==> src/rtl/aes_ctrl_wb_if.sv <==
// aes_ctrl_wb_if: Wishbone B4 pipelined bus between the data-bus decoder and the AES control slave.
interface aes_ctrl_wb_if;
    logic        wb_cyc_i;
    logic        wb_stb_i;
    logic        wb_we_i;
    logic [31:0] wb_adr_i;
    logic [31:0] wb_dat_i;
    logic [3:0]  wb_sel_i;
    logic        wb_ack_o;
    logic        wb_err_o;
    logic        wb_stall_o;
    logic [31:0] wb_dat_o;
    modport master (
        output wb_cyc_i, wb_stb_i, wb_we_i, wb_adr_i, wb_dat_i, wb_sel_i,
        input  wb_ack_o, wb_err_o, wb_stall_o, wb_dat_o
    );
    modport slave (
        input  wb_cyc_i, wb_stb_i, wb_we_i, wb_adr_i, wb_dat_i, wb_sel_i,
        output wb_ack_o, wb_err_o, wb_stall_o, wb_dat_o
    );
endinterface

==> src/rtl/aes_ctrl_wb.sv <==
// aes_ctrl_wb: Wishbone slave holding AES plaintext/result, start pulse, ready tracking with timeout and IRQ.
module aes_ctrl_wb #(
    parameter logic [31:0] BASE_ADR       = 32'h1000_8030,
    parameter int          TIMEOUT_CYCLES = 4096
) (
    input  logic           wb_clk_i,
    input  logic           wb_rst_i,
    aes_ctrl_wb_if.slave   wb,
    output logic           aes_start_o,
    output logic [127:0]   aes_in_o,
    input  logic [127:0]   aes_out_i,
    input  logic           aes_ready_i,
    output logic           irq_o
);
    localparam int CW = $clog2(TIMEOUT_CYCLES + 1);
    typedef enum logic [1:0] {IDLE, FIRE, WAIT_LO, WAIT_HI} state_t;
    state_t              r_state, w_state_nxt;
    logic [3:0][31:0]    r_in, r_out;
    logic [CW-1:0]       r_cnt;
    logic                r_irq_en, r_done, r_to, r_ack, r_err;
    logic [31:0]         r_dat, w_off, w_rdat, w_mask;
    logic [3:0]          w_idx;
    logic                w_req, w_wr, w_map, w_bad, w_busy, w_cnt_hit;
    logic                w_in_wr, w_ctrl_wr, w_stat_wr, w_done_set, w_to_set;

    assign w_off     = wb.wb_adr_i - BASE_ADR;
    assign w_idx     = w_off[5:2];
    assign w_req     = wb.wb_cyc_i & wb.wb_stb_i;
    assign w_wr      = w_req & wb.wb_we_i;
    assign w_map     = (w_off[1:0] == 2'b00) && (w_off[31:6] == '0) && (w_idx <= 4'd9);
    // IN writes are refused mid-operation so the core input stays stable
    assign w_bad     = !w_map || (wb.wb_we_i && ((w_idx <= 4'd3 && w_busy) || w_idx >= 4'd6));
    assign w_in_wr   = w_wr && !w_bad && (w_idx <= 4'd3);
    assign w_ctrl_wr = w_wr && !w_bad && (w_idx == 4'd4) && wb.wb_sel_i[0];
    assign w_stat_wr = w_wr && !w_bad && (w_idx == 4'd5) && wb.wb_sel_i[0];
    assign w_mask    = {{8{wb.wb_sel_i[3]}}, {8{wb.wb_sel_i[2]}}, {8{wb.wb_sel_i[1]}}, {8{wb.wb_sel_i[0]}}};
    assign w_cnt_hit = r_cnt == CW'(TIMEOUT_CYCLES - 1);
    assign w_rdat    = (w_idx <= 4'd3) ? r_in[w_idx[1:0]] :
                       (w_idx == 4'd4) ? {30'd0, r_irq_en, 1'b0} :
                       (w_idx == 4'd5) ? {29'd0, r_to, r_done, w_busy} : r_out[w_idx[1:0] - 2'd2];

    assign wb.wb_ack_o   = r_ack;
    assign wb.wb_err_o   = r_err;
    assign wb.wb_dat_o   = r_dat;
    assign wb.wb_stall_o = 1'b0;
    assign aes_in_o      = r_in;
    assign irq_o         = r_done & r_irq_en;

    always_ff @(posedge wb_clk_i or posedge wb_rst_i) begin
        if (wb_rst_i) r_state <= IDLE;
        else          r_state <= w_state_nxt;
    end

    always_comb begin
        w_state_nxt = r_state;
        case (r_state)
            IDLE:    if (w_ctrl_wr && wb.wb_dat_i[0]) w_state_nxt = FIRE;
            FIRE:    w_state_nxt = WAIT_LO;
            WAIT_LO: if (w_cnt_hit) w_state_nxt = IDLE; else if (!aes_ready_i) w_state_nxt = WAIT_HI;
            WAIT_HI: if (aes_ready_i || w_cnt_hit) w_state_nxt = IDLE;
            default: w_state_nxt = IDLE;
        endcase
    end

    always_comb begin
        aes_start_o = r_state == FIRE;
        w_busy      = r_state != IDLE;
        w_done_set  = r_state == WAIT_HI && aes_ready_i;
        w_to_set    = w_cnt_hit && (r_state == WAIT_LO || (r_state == WAIT_HI && !aes_ready_i));
    end

    always_ff @(posedge wb_clk_i or posedge wb_rst_i) begin
        if (wb_rst_i) r_cnt <= '0;
        else          r_cnt <= (r_state == FIRE) ? '0 : (w_busy ? r_cnt + CW'(1) : r_cnt);
    end

    // W1C clears lose against a same-cycle set
    always_ff @(posedge wb_clk_i or posedge wb_rst_i) begin
        if (wb_rst_i) begin
            r_in     <= '0;
            r_out    <= '0;
            r_irq_en <= 1'b0;
            r_done   <= 1'b0;
            r_to     <= 1'b0;
            r_ack    <= 1'b0;
            r_err    <= 1'b0;
            r_dat    <= '0;
        end else begin
            r_ack  <= w_req && !w_bad;
            r_err  <= w_req && w_bad;
            r_dat  <= (w_req && !wb.wb_we_i && !w_bad) ? w_rdat : '0;
            if (w_in_wr) r_in[w_idx[1:0]] <= (r_in[w_idx[1:0]] & ~w_mask) | (wb.wb_dat_i & w_mask);
            if (w_ctrl_wr) r_irq_en <= wb.wb_dat_i[1];
            if (w_done_set) r_out <= aes_out_i;
            r_done <= w_done_set || (r_done && !(w_stat_wr && wb.wb_dat_i[1]));
            r_to   <= w_to_set || (r_to && !(w_stat_wr && wb.wb_dat_i[2]));
        end
    end
endmodule

==> src/flat_wrapper.sv <==
// flat-port wrapper written by rule: the top's interface ports become plain ports
module aes_ctrl_wb_flat 
#(
    parameter logic [31:0] BASE_ADR       = 32'h1000_8030,
    parameter int          TIMEOUT_CYCLES = 4096
)
  (wb_clk_i, wb_rst_i, aes_start_o, aes_in_o, aes_out_i, aes_ready_i, irq_o, wb_wb_cyc_i, wb_wb_stb_i, wb_wb_we_i, wb_wb_adr_i, wb_wb_dat_i, wb_wb_sel_i, wb_wb_ack_o, wb_wb_err_o, wb_wb_stall_o, wb_wb_dat_o);
  aes_ctrl_wb_if wb_i ();
  input  logic wb_clk_i;
  input  logic wb_rst_i;
  output logic aes_start_o;
  output logic [127:0] aes_in_o;
  input  logic [127:0] aes_out_i;
  input  logic aes_ready_i;
  output logic irq_o;
  input wire logic [$bits(wb_i.wb_cyc_i)-1:0] wb_wb_cyc_i;
  input wire logic [$bits(wb_i.wb_stb_i)-1:0] wb_wb_stb_i;
  input wire logic [$bits(wb_i.wb_we_i)-1:0] wb_wb_we_i;
  input wire logic [$bits(wb_i.wb_adr_i)-1:0] wb_wb_adr_i;
  input wire logic [$bits(wb_i.wb_dat_i)-1:0] wb_wb_dat_i;
  input wire logic [$bits(wb_i.wb_sel_i)-1:0] wb_wb_sel_i;
  output wire logic [$bits(wb_i.wb_ack_o)-1:0] wb_wb_ack_o;
  output wire logic [$bits(wb_i.wb_err_o)-1:0] wb_wb_err_o;
  output wire logic [$bits(wb_i.wb_stall_o)-1:0] wb_wb_stall_o;
  output wire logic [$bits(wb_i.wb_dat_o)-1:0] wb_wb_dat_o;
  assign wb_i.wb_cyc_i = wb_wb_cyc_i;
  assign wb_i.wb_stb_i = wb_wb_stb_i;
  assign wb_i.wb_we_i = wb_wb_we_i;
  assign wb_i.wb_adr_i = wb_wb_adr_i;
  assign wb_i.wb_dat_i = wb_wb_dat_i;
  assign wb_i.wb_sel_i = wb_wb_sel_i;
  assign wb_wb_ack_o = wb_i.wb_ack_o;
  assign wb_wb_err_o = wb_i.wb_err_o;
  assign wb_wb_stall_o = wb_i.wb_stall_o;
  assign wb_wb_dat_o = wb_i.wb_dat_o;
  aes_ctrl_wb #(.BASE_ADR(BASE_ADR), .TIMEOUT_CYCLES(TIMEOUT_CYCLES)) u_core (.wb_clk_i(wb_clk_i), .wb_rst_i(wb_rst_i), .wb(wb_i), .aes_start_o(aes_start_o), .aes_in_o(aes_in_o), .aes_out_i(aes_out_i), .aes_ready_i(aes_ready_i), .irq_o(irq_o));
endmodule
==> config.mk <==
export PLATFORM = sky130hd
export DESIGN_NAME = aes_ctrl_wb_flat
export DESIGN_NICKNAME = d
export VERILOG_FILES = /design/src/rtl/aes_ctrl_wb_if.sv /design/src/rtl/aes_ctrl_wb.sv /design/src/flat_wrapper.sv
export SDC_FILE = /design/constraint.sdc
export NUM_CORES = 1
export LEC_CHECK = 0
export ABC_CLOCK_PERIOD_IN_PS = 11600
export CORE_MARGIN = 1
export CORE_UTILIZATION = 30
export DETAILED_ROUTE_END_ITERATION = 12
export HOLD_SLACK_MARGIN = 0.03
export PLACE_DENSITY = 0.6
export SLEW_MARGIN = 25
export SYNTH_ARGS = -nofsm -noshare
export SYNTH_HDL_FRONTEND = slang
export SYNTH_SLANG_ARGS = --single-unit
==> constraint.sdc <==
create_clock -name wb_clk_i -period 11.6 [get_ports wb_clk_i]
set_clock_uncertainty 0.05 [all_clocks]
set_input_delay 1.16 -clock wb_clk_i [delete_from_list [all_inputs] [get_ports wb_clk_i]]
set_output_delay 1.16 -clock wb_clk_i [all_outputs]
set_load 0.1 [all_outputs]
==> results of run 1 <==
cells in the mapped netlist, types with 3 or more instances:
| cell | n |
|---|---|
| nand2b_1 | 4 |
| mux2_1 | 3 |
| ha_1 | 6 |
| a22oi_1 | 30 |
| buf_6 | 15 |
| nand4b_1 | 3 |
| mux2_2 | 197 |
| o211ai_1 | 3 |
| or3_1 | 3 |
| nand4_1 | 6 |
| dfrtp_1 | 308 |
| nor3_1 | 6 |
| nor4_4 | 4 |
| xor2_1 | 5 |
| mux2_4 | 90 |
| inv_1 | 12 |
| nor2_1 | 55 |
| o21ai_0 | 9 |
| a21oi_1 | 13 |
| nand3_1 | 16 |
| or4_1 | 7 |
| clkbuf_1 | 34 |
| buf_2 | 3 |
| a211oi_1 | 4 |
| buf_1 | 11 |
| nand2_1 | 17 |
| a31oi_1 | 3 |
| a22o_1 | 6 |
| o31ai_1 | 8 |
| mux4_2 | 62 |
| nor4_1 | 7 |
critical path: stages:
cell             delay, ps
clkdlybuf4s50_1        440
or4_1                  540
a2111oi_0              650
nand3_1                160
or4_1                  550
nor4_1                 470
nand3_2                900
nor2_1                 340
sequential cells by signal, summed over array words and instances, names as in the netlist:
signal and cells:
u_core.r_state 2, u_core.r_cnt 13, u_core.wb.wb_ack_o 1, u_core.r_out 128
u_core.r_to 1, u_core.r_irq_en 1, u_core.r_done 1, u_core.wb.wb_err_o 1
u_core.aes_in_o 128, u_core.wb.wb_dat_o 32
through the flow:
step	std cells	setup WS (ps)	power [mW]
finish	2042	6750	3.23
floorplan	998	1870	1.91
CTS	2040	6760	3.29
detailed placement	1976	6220	2.12
global route	2041	6390	3.41
global placement	1975	6380	2.09
how the worst min path moves through the flow:
stage	from	to	slack (ps)	cells after the start
2_1_floorplan	u_core.r_cnt[5]$_DFFE_PP0P_	u_core.r_cnt[5]$_DFFE_PP0P_	400	1
3_3_place_gp	u_core.r_cnt[10]$_DFFE_PP0P_	u_core.r_cnt[10]$_DFFE_PP0P_	420	1
3_5_place_dp	u_core.r_cnt[10]$_DFFE_PP0P_	u_core.r_cnt[10]$_DFFE_PP0P_	430	1
4_1_cts	u_core.r_cnt[10]$_DFFE_PP0P_	u_core.r_cnt[10]$_DFFE_PP0P_	440	1
5_1_grt	u_core.r_cnt[10]$_DFFE_PP0P_	u_core.r_cnt[10]$_DFFE_PP0P_	460	1
6_report	u_core.r_cnt[10]$_DFFE_PP0P_	u_core.r_cnt[10]$_DFFE_PP0P_	440	1
cell type report:
class                      count  area [um^2]
tap                          664          831
sequential                   308         7710
multi-input combinational    611         6790
antenna                        2         5.00
clock inverter                11          119
timing repair buffer         381         3800
fill                        4527        28600
clock buffer                  53         1080
inverter                      12         52.6
routing by layer:
layer  up-vias  global-route usage, %  part of all wire (%)  wire length [um]
met5         -                      0                  0.15                68
met4        10                   4.96                   2.0               911
met3        68                   5.97                   8.6              3820
met2       352                   28.4                    48             21200
met1      5261                   22.5                    42             18600
li1       4482                      -                     -                 -
power by group:
group | leakage (nW) | total, mW | switching, mW | internal [mW]
logic | 3.85 | 0.652 | 0.245 | 0.407
clock network | 0.591 | 1.14 | 0.451 | 0.689
registers | 4.01 | 1.44 | 0.129 | 1.31
logic make-up (layout without fill, tap and decap cells):
kind of cell / Yosys count / count (layout)
mux: 354 / 354
fa+ha+maj: 6 / 6
buf+inv: 79 / 457
xor+xnor: 7 / 7
simple gates: 144 / 144
compound gates: 99 / 99
flops: 308 / 308
other cells: 1 / 3
==> results.sh, run 1 <==
export IMPL_clkSinkCount=308
export IMPL_crit_end="u_core.wb.wb_dat_o[21]$_DFF_PP0_"
export IMPL_whs_ps=440
export IMPL_dr_pass1_iters=5
export IMPL_via_count=10173
export IMPL_grt_pass1_wl_um=67800
export IMPL_synthCells=998
export IMPL_cp_start_kind="input pin"
export IMPL_synthSimpleGateAreaFrac_pct=5.51
export IMPL_synth_edff_count=0
export IMPL_setup_viol=0
export IMPL_synth_top_family_by_area="multiplexers"
export IMPL_routabilityCongestion=0.865
export IMPL_crit_fanout=32
export IMPL_synth_top_cell_area_share_pct=51.7
export IMPL_avgSynthCellArea_um2=14.9
export IMPL_syn_to_final_growth_pct=36.7
export IMPL_async_reset_ff_share_pct=100
export IMPL_p_per_area_nw_per_um2=159
export IMPL_crit_start="wb_wb_adr_i[8]"
export IMPL_rsz0062_at_grt="false"
export IMPL_synth_fa_ha_area_share_pct=0.504
export IMPL_core_um2=49000
export IMPL_grt_pass1_vias=10796
export IMPL_drt_iter0_markers=582
export IMPL_synth_nets=1206
export IMPL_overflow=0
export IMPL_fin_crit_sh_pct=41.8
export IMPL_synth_flop_cell="dfrtp_1"
export IMPL_drive_gt1_share_pct=32.3
export IMPL_yosysSeqAreaShare_pct=51.7
export IMPL_clk_latency_ps=530
export IMPL_r2r_end="u_core.wb.wb_dat_o[21]$_DFF_PP0_"
export IMPL_cts_tree="done"
export IMPL_fmax_ghz=0.206
export IMPL_r2r_cells=7
export IMPL_finalHoldViolations=0
export IMPL_hold_buffers=0
export IMPL_cp_arrival_ps=5230
export IMPL_muxShareOfSynthArea_pct=33.7
export IMPL_htreeDepth=2
export IMPL_finalCriticalPeriod_ps=4850
export IMPL_track_usage_pct=17.6
export IMPL_wl_um=44600
export IMPL_crit_required_ps=11980
export IMPL_root_buffer="clkbuf_16"
export IMPL_dpl_cell_area_um2=19200
export IMPL_cts_resized=0
export IMPL_reg2reg_from="u_core.r_state[1]$_DFFE_PP0P_"
export IMPL_ys_ff_latch=308
export IMPL_tightest_slew_ps=1050
export IMPL_hpwl_um=30800
export IMPL_fin_util_pct=41.6
export IMPL_start_util_pct=30.5
export IMPL_post_route_drc_count=0
export IMPL_crit_path_end_kind="flip-flop"
export IMPL_relSlewSlack_pct=29.7
export IMPL_die_x_um=225
export IMPL_fp_dieH_um=225
export IMPL_yosysTopAreaCell="dfrtp_1"
export IMPL_hold_path_class="reg -> reg"
export IMPL_cap_violations=0
export IMPL_ios=367
export IMPL_finalSetupTns_ps=0
export IMPL_status="completed"
export IMPL_p_leak_nw=8.45
export IMPL_numPortBuffers=365
export IMPL_detail_route_antenna_nets=0
export IMPL_fin_area_um2=20400
export IMPL_crit_type="in -> reg"
export IMPL_synth_warnings=0
export IMPL_synth_compound_area_share_pct=5.21
export IMPL_nNetsFinal=1558
export IMPL_syn_area_um2=14900
export IMPL_antenna_found_initial=7
export IMPL_regToRegSetupSlack_ps=8230
export IMPL_grt_max_degree=95
export IMPL_clk_pin_slew_worst_paths_ps=60
export IMPL_synthTopCellsByArea="dfrtp_1 52%, mux2_2 15%, mux4_2 9.4%"
export IMPL_synth_cell_types=67
export IMPL_viasPerCell=4.98
export IMPL_layout_commonest_cell="clkdlybuf4s50_1"
export IMPL_row_count=81
export IMPL_final_cell_mix="363 x clkdlybuf4s50_1, 308 x dfrtp_1, 197 x mux2_2"
export IMPL_clk_path_buf_depth=3
export IMPL_post_drt_wl_per_cell_um=21.8
export IMPL_report_final_slew_viol_count=0
export IMPL_cts_buffers=36
export IMPL_fp_dieArea_um2=50600
export IMPL_postCtsSetupBuffers=0
export IMPL_peakVddDrop_mv=0.106
export IMPL_synth_xor_area_share_pct=0.411
Note: power is estimated with default switching activity, not from simulation.
==> run 2: changes to the inputs <==
--- a/config.mk
+++ b/config.mk
@@ -5,7 +5,7 @@
 export SDC_FILE = /design/constraint.sdc
 export NUM_CORES = 1
 export LEC_CHECK = 0
-export ABC_CLOCK_PERIOD_IN_PS = 11600
+export ABC_CLOCK_PERIOD_IN_PS = 4710
 export CORE_MARGIN = 1
 export CORE_UTILIZATION = 30
 export DETAILED_ROUTE_END_ITERATION = 12
==> constraint.sdc (replaced) <==
create_clock -name wb_clk_i -period 4.71 [get_ports wb_clk_i]
set_clock_uncertainty 0.05 [all_clocks]
set_input_delay 0.471 -clock wb_clk_i [delete_from_list [all_inputs] [get_ports wb_clk_i]]
set_output_delay 0.471 -clock wb_clk_i [all_outputs]
set_load 0.1 [all_outputs]
==> run 2 against run 1 <==
First-iteration DRC count is 27% lower. Worst setup slack worse by 5700 ps. Sequential power is 150% higher. Critical endpoint is now u_core.aes_in_o[62]$_DFFE_PP0P_. Non-clock buffer count is 7 higher. Critical path depth is 1 higher. Via count is 0.41% lower. Sequential share of layout area is 0.22 points lower. Flip-flop and latch count stayed put. Core utilization is 0.25 points higher. Clock power grew to 2.6 times the previous value. Total power grew to 2.5 times the previous value. Cell count is 0.29% higher.
==> results.sh, run 2 (same netlist as run 1, synthesis figures left out) <==
export IMPL_numPortBuffers=365
export IMPL_cts_buffers=38
export IMPL_fin_cells=2048
export IMPL_reg2reg_from="u_core.r_state[1]$_DFFE_PP0P_"
export IMPL_cp_start_kind="input pin"
export IMPL_htreeDepth=2
export IMPL_antenna_found_initial=4
export IMPL_fp_dieArea_um2=50600
export IMPL_die_x_um=225
export IMPL_row_count=81
export IMPL_crit_type="in -> reg"
export IMPL_total_power_mw=8.10
export IMPL_fin_crit_sh_pct=78.5
export IMPL_crit_slowest_cell="a2111oi_0"
export IMPL_grt_max_degree=120
export IMPL_cp_arrival_ps=4060
export IMPL_crit_chain="clkdlybuf4s50_1 > or4_1 > a2111oi_0 > nand3_1 > a2111oi_4 > o2111ai_4 > nor4_4 > buf_4 > mux2_2"
export IMPL_cap_violations=0
export IMPL_crit_path_end_kind="flip-flop"
export IMPL_layout_commonest_cell="clkdlybuf4s50_1"
export IMPL_crit_required_ps=5080
export IMPL_detail_route_antenna_nets=0
export IMPL_p_per_area_nw_per_um2=395
export IMPL_track_usage_pct=17.4
export IMPL_hold_path_class="in -> async"
export IMPL_finalCriticalPeriod_ps=3700
export IMPL_report_final_slew_viol_count=0
export IMPL_clk_path_buf_depth=3
export IMPL_ios=367
export IMPL_dp_cells=1983
export IMPL_peakVddDrop_mv=0.317
export IMPL_grt_pass1_wl_um=67000
export IMPL_fin_area_um2=20500
export IMPL_nNetsFinal=1567
export IMPL_status="completed"
export IMPL_fin_ws_ps=1010
export IMPL_place_worst_setup_slack_ps=481
export IMPL_dr_pass1_iters=7
export IMPL_post_route_drc_count=0
export IMPL_cts_tree="done"
export IMPL_root_buffer="clkbuf_16"
export IMPL_grt_pass1_vias=10918
export IMPL_cpPeakStageDelay_ps=620
export IMPL_cts_resized=0
export IMPL_whs_ps=395
export IMPL_syn_to_final_growth_pct=37.5
export IMPL_crit_start="wb_wb_adr_i[8]"
export IMPL_core_um2=49000
export IMPL_post_drt_wl_per_cell_um=21.5
export IMPL_fp_dieH_um=225
export IMPL_setup_viol=0
export IMPL_hold_buffers=0
export IMPL_hpwl_um=31100
export IMPL_rsz0062_at_grt="false"
export IMPL_tightest_slew_ps=1100
export IMPL_finalSetupTns_ps=0
export IMPL_final_cell_mix="362 x clkdlybuf4s50_1, 308 x dfrtp_1, 197 x mux2_2"
export IMPL_wl_um=44000
export IMPL_clk_latency_ps=540
export IMPL_clk_pin_slew_worst_paths_ps=60
export IMPL_clkSinkCount=308
export IMPL_r2r_end="u_core.aes_in_o[62]$_DFFE_PP0P_"
export IMPL_crit_fanout=14
export IMPL_dpl_cell_area_um2=19200
export IMPL_relSlewSlack_pct=26.2
export IMPL_via_count=10131
export IMPL_viasPerCell=4.95
export IMPL_postCtsSetupBuffers=0
export IMPL_finalHoldViolations=0
export IMPL_start_util_pct=30.5
export IMPL_drt_iter0_markers=424
export IMPL_regToRegSetupSlack_ps=1670
export IMPL_drive_gt1_share_pct=32.9
export IMPL_p_leak_nw=8.52
export IMPL_r2r_cells=8
export IMPL_fin_util_pct=41.9
export IMPL_overflow=0
export IMPL_fmax_ghz=0.271
export IMPL_routabilityCongestion=0.840
[run 2: changes by cell type in the layout (fill, tap and decap cells not counted), moves of 2 or more]
| cell | previous run | this run |
|---|---|---|
| buf_4 | 15 | 20 |
| buf_12 | 0 | 4 |
| clkinv_2 | 7 | 5 |
| clkbuf_1 | 8 | 6 |
| inv_6 | 0 | 2 |
[run 2: layout make-up]
cell class / instances / area, um^2
antenna: 1 / 2.50
timing repair buffer: 388 / 3870
clock inverter: 11 / 141
tap: 664 / 831
sequential: 308 / 7710
fill: 4532 / 28500
multi-input combinational: 611 / 6790
inverter: 12 / 48.8
clock buffer: 53 / 1110
[run 2: per-layer routing]
layer  routed length, um  global-route usage, %
met1               19000                   22.6
met2               20700                   27.9
met3                3210                   5.08
met4                1000                   5.18
met5                  35                      0
[run 2: power by group]
part | switching [mW] | internal (mW)
logic | 0.599 | 1.00
clock network | 1.14 | 1.80
registers | 0.318 | 3.24
total | 2.06 | 6.04
[run 2: how the worst max path moves through the flow]
stage,to,slack [ps],cells past startpoint
2_1_floorplan,u_core.aes_in_o[0]$_DFFE_PP0P_,90,1
3_3_place_gp,u_core.aes_in_o[62]$_DFFE_PP0P_,560,9
3_5_place_dp,u_core.aes_in_o[62]$_DFFE_PP0P_,480,9
4_1_cts,u_core.aes_in_o[62]$_DFFE_PP0P_,1060,9
5_1_grt,u_core.aes_in_o[62]$_DFFE_PP0P_,900,10
6_report,u_core.aes_in_o[62]$_DFFE_PP0P_,1010,9
[run 2: worst max-delay path, delay by kind of cell]
family	cells	cell delay (ps)
buf+inv	2	840
compound gates	3	1220
simple gates	3	1160
mux	1	380
